--- src/rtl/partial_sum_accumulator.sv ---
// Accumulates unsigned 35-bit partial products into a 50-bit running sum using an external adder.
// Define PSA_SATURATE_EN to clamp the accumulator to all ones on a carry out of bit 49.
module partial_sum_accumulator #(
  parameter int unsigned MAX_BEATS = 16
) (
  input  logic        clk_i,
  input  logic        reset_i,
  input  logic        in_valid_i,
  output logic        in_ready_o,
  input  logic [34:0] in_pp_i,
  input  logic        in_last_i,
  output logic [49:0] add_a_o,
  output logic [34:0] add_b_o,
  input  logic [50:0] add_sum_i,
  output logic        out_valid_o,
  input  logic        out_ready_i,
  output logic [50:0] out_sum_o,
  output logic        out_ovf_o,
  output logic        out_trunc_o
);

  localparam logic [5:0] MaxCnt = 6'(MAX_BEATS);

  typedef enum logic [1:0] {StIdle, StAccum, StDone} state_e;

  state_e      state_q, state_d;
  logic [49:0] acc_q, acc_d;
  logic        ovf_q, ovf_d;
  logic        trunc_q, trunc_d;
  logic [5:0]  cnt_q, cnt_d;
  logic        beat_acc;
  logic        at_limit;

  assign beat_acc = in_valid_i && in_ready_o;
  // True when the beat being accepted is the MAX_BEATS-th one.
  assign at_limit = (cnt_q + 6'd1) == MaxCnt;

  always_ff @(posedge clk_i) begin
    if (reset_i) begin
      state_q <= StIdle;
      acc_q   <= '0;
      ovf_q   <= 1'b0;
      trunc_q <= 1'b0;
      cnt_q   <= '0;
    end else begin
      state_q <= state_d;
      acc_q   <= acc_d;
      ovf_q   <= ovf_d;
      trunc_q <= trunc_d;
      cnt_q   <= cnt_d;
    end
  end

  always_comb begin
    state_d = state_q;
    acc_d   = acc_q;
    ovf_d   = ovf_q;
    trunc_d = trunc_q;
    cnt_d   = cnt_q;
    unique case (state_q)
      StIdle, StAccum: begin
        if (beat_acc) begin
          cnt_d   = cnt_q + 6'd1;
          ovf_d   = ovf_q | add_sum_i[50];
          acc_d   = add_sum_i[49:0];
`ifdef PSA_SATURATE_EN
          if (add_sum_i[50]) acc_d = '1;
`endif
          trunc_d = at_limit && !in_last_i;
          state_d = (in_last_i || at_limit) ? StDone : StAccum;
        end
      end
      StDone: begin
        if (out_ready_i) begin
          state_d = StIdle;
          acc_d   = '0;
          ovf_d   = 1'b0;
          trunc_d = 1'b0;
          cnt_d   = '0;
        end
      end
      default: state_d = StIdle;
    endcase
  end

  always_comb begin
    in_ready_o  = (state_q != StDone);
    out_valid_o = (state_q == StDone);
    add_a_o     = acc_q;
    add_b_o     = in_pp_i;
    out_sum_o   = {ovf_q, acc_q};
    out_ovf_o   = ovf_q;
    out_trunc_o = trunc_q;
  end

endmodule

--- config.mk ---
export PLATFORM = sky130hd
export DESIGN_NAME = partial_sum_accumulator
export DESIGN_NICKNAME = d
export VERILOG_FILES = /design/src/rtl/partial_sum_accumulator.sv
export SDC_FILE = /design/constraint.sdc
export NUM_CORES = 1
export LEC_CHECK = 0
export CAP_MARGIN = 20
export CORE_MARGIN = 10
export CORE_UTILIZATION = 35
export DETAILED_ROUTE_END_ITERATION = 10
export PLACE_DENSITY = 0.86
export SLEW_MARGIN = 20
export SYNTH_ARGS = -nofsm -noshare
export SYNTH_HDL_FRONTEND = slang
export SYNTH_SLANG_ARGS = --single-unit
--- constraint.sdc ---
create_clock -name clk_i -period 2.1 [get_ports clk_i]
set_input_delay 0.315 -clock clk_i [delete_from_list [all_inputs] [get_ports clk_i]]
set_output_delay 0.315 -clock clk_i [all_outputs]
set_load 0.02 [all_outputs]
==> flow_summary_export.csv <==
group,metric,value,unit
timing,fmax,0.534,GHz
placed_design,portBuffers,160,
min_path,hold_class,"in -> reg",
synthesis,synth_area_leader_cell,"dfxtp_1",
critical_path,setup.worst_path.class,"reg -> out",
clock_tree,cts_buffers,9,
timing,setup_viol,0,
clock_tree,clockBufferDepth,2,
final_layout,nFillCells,691,
clock_tree,cts_max_level,3,
route,route.detailed.drc,0,
critical_path,start_kind,"register",
critical_path,crit_family,"buffers and inverters",
final_layout,area_delta_synth_final,46.2,%
global_routing,grt_start_max_net_pins,33,
timing,rsz0062_at_grt,"false",
timing,tightest_slew,0.576,ns
floorplan,pin_count,231,
floorplan,die_x,109,µm
route,ant_nets,0,
route,vias_per_cell,4.79,
timing,hold_viol,0,
global_routing,grt_usage,0.129,
route,drt-pass1-iter-count,4,
synthesis,syn_area,2790,µm²
final_layout,seqCellArea,1200,µm²
critical_path,critPathRequiredTime,1.78,ns
clock_tree,clkSlewWorstSetupHoldPaths,0.07,ns
critical_path,crit_chain,"nand2b_2 -> inv_2 -> clkdlybuf4s50_1",
route,routed_wl,8.37,mm
synthesis,synth_cell_types,26,
route,drt-met1-wl,3.13,mm
min_path,min_to,"add_a_o[14]$_SDFFE_PP0P_",
critical_path,r2r_cells,4,
floorplan,start_util,0.361,
route,vias,2326,
clock_tree,clk_latency,0.32,ns
clock_tree,clock_sinks,60,
timing,fin_crit_sh,0.893,
critical_path,reg2reg_to,"out_ovf_o$_SDFFE_PP0P_",
synthesis,yosys-top-cells-count,"buf_4 (91), dfxtp_1 (60), nor2_1 (57)",
critical_path,timing.rr.start,"state_q[1]$_SDFFE_PP0P_",
global_routing,gr-total-overflow,0,
synthesis,yosys-top-cells-area,"dfxtp_1 (43%), buf_4 (25%), a22oi_1 (14%)",
route,highest_layer,"met4",
final_layout,multi_input_area,840,µm²
timing,drv_slew,0,
power,power_leakage,1.49,nW
timing,skew,0.00983,ns
synthesis,netlist.area_leader.share,0.431,
final_layout,layout-drive-gt1-share,0.0677,
synthesis,synth-seq-area-share,0.431,
placed_design,dp.cells,470,
critical_path,critPathCaptureType,"output port",
critical_path,rrSetupSlack,0.70,ns
synthesis,synthesis.area_per_instance,9.02,µm²
critical_path,cp_num_buf_inv,2,
clock_tree,clockRootBuffer,"clkbuf_8",
min_path,worstHoldPathCells,2,
final_layout,layout.nets,471,
final_layout,instances_no_fill,486,
floorplan,die_height,109,µm
route,wl_per_cell,17.2,µm
synthesis,synthArstFlopShare,0,
synthesis,netlist_instances,309,
placed_design,place.gp.congestion,0.677,
power,power_density,792,nW/µm²
route,wl_met2,3.99,mm
final_layout,finish.utilization,0.527,
synthesis,yosysWarnings,0,
global_routing,grt_pass1_vias,2423,
global_routing,antenna_found_initial,0,
timing,slew_headroom,0.616,
timing,fin_setup_tns,0,ns
floorplan,rows,32,
synthesis,synth_nets,401,
clock_tree,cts_tree,"done",
critical_path,cp.arrival,1.56,ns
min_path,hp-start,"reset_i",
job,maxCapViolCount,0,
clock_tree,cts_setup_buffers,0,
timing,period_needed,1.87,ns
critical_path,cpPeakStageDelay,0.62,ns
final_layout,num_antenna_cells,0,
power,irDropWorstVdd,0.369,mV
floorplan,die_area,11900,µm²
floorplan,core_region_area,7730,µm²
status,outcome,"complete, no violations",
synthesis,synth_top_flop_cell,"dfxtp_1",
global_routing,grt_pass1_wl,12.3,mm
clock_tree,ctsResizeCount,0,
critical_path,cpMaxStageDelayCell,"clkdlybuf4s50_1",
synthesis,yosysMostFrequentCell,"buf_4",
critical_path,crit_fanout,4,
synthesis,ys_ff_latch,60,
timing,whs,0.475,ns
synthesis,synth-edff-count,0,
route,dr_wl_met3,1.06,mm
placed_design,post-dp-hpwl,6.33,mm
route,drt_iter0_drc,88,
clock_tree,ctsHoldBuffers,0,
## layout by cell type, fill, tap and decap left out
| master | n |
|---|---|
| a211o_1 | 1 |
| nand2_1 | 5 |
| ha_1 | 1 |
| bufinv_16 | 3 |
| nor2b_4 | 1 |
| clkbuf_8 | 11 |
| nand3_1 | 2 |
| a21oi_1 | 4 |
| buf_2 | 1 |
| dfxtp_1 | 60 |
| nand3b_1 | 2 |
| a211oi_1 | 5 |
| clkdlybuf4s50_1 | 159 |
| nand4b_1 | 1 |
| nor2_1 | 57 |
| nand2b_2 | 1 |
| clkbuf_1 | 1 |
| buf_4 | 4 |
| a31o_1 | 1 |
| inv_2 | 2 |
| clkinv_2 | 1 |
| o21ai_1 | 2 |
| a311oi_1 | 1 |
| xor2_1 | 1 |
| a21oi_4 | 1 |
| a41oi_1 | 2 |
| buf_12 | 1 |
| a22oi_1 | 51 |
| mux2i_1 | 1 |
| nor4b_1 | 1 |
## worst max-delay path by stage
stage | startpoint | to | depth (start not counted)
after detailed placement | in_valid_i | out_ovf_o$_SDFFE_PP0P_ | 5
after global placement | in_valid_i | out_ovf_o$_SDFFE_PP0P_ | 5
final | state_q[1]$_SDFFE_PP0P_ | out_valid_o | 3
after CTS | state_q[1]$_SDFFE_PP0P_ | out_valid_o | 3
after global routing | state_q[1]$_SDFFE_PP0P_ | out_valid_o | 3
after floorplan | state_q[0]$_SDFFE_PP0P_ | add_a_o[0]$_SDFFE_PP0P_ | 7
## report_power, final
part	switching [mW]	leakage [nW]	internal (mW)
registers	0.0540	0.493	1.20
logic	0.334	0.875	0.354
clock network	0.428	0.127	0.852
## cells by family after synthesis
logic type,synth area share
AOI/OAI and AO/OA,0.181
DFF,0.431
adders and majority gates,0.00449
buffers and inverters,0.273
and+or+nand+nor,0.104
xor gates and xnor gates,0.00314
muxes,0.00359
## registers in the layout, summed over array words and instances (netlist names)
signal,flops
add_a_o,50
cnt_q,6
state_q,2
out_ovf_o,1
out_trunc_o,1
## layer usage
layer	global-route usage	vias to the layer above
met5	0	-
met4	0.0623	0
met3	0.0661	26
met2	0.218	117
met1	0.129	1075
li1	-	1108
## area by class of cell
cell class	instances	share of cell area
Inverter	2	0.00184
Clock inverter	4	0.0233
Sequential cell	60	0.295
Tap cell	102	0.0313
Timing Repair Buffer	165	0.404
Clock buffer	12	0.0381
Multi-Input combinational cell	141	0.206
## stage by stage
stage	cell area (µm²)	power [mW]	setup slack, ns
floorplan	2790	1.77	0.736
global route	4070	3.38	0.155
finish	4070	3.23	0.226
CTS	4070	3.28	0.193
detailed placement	3820	1.98	0.227
global placement	3820	1.96	0.258
Power figures use the tool's default switching activity.
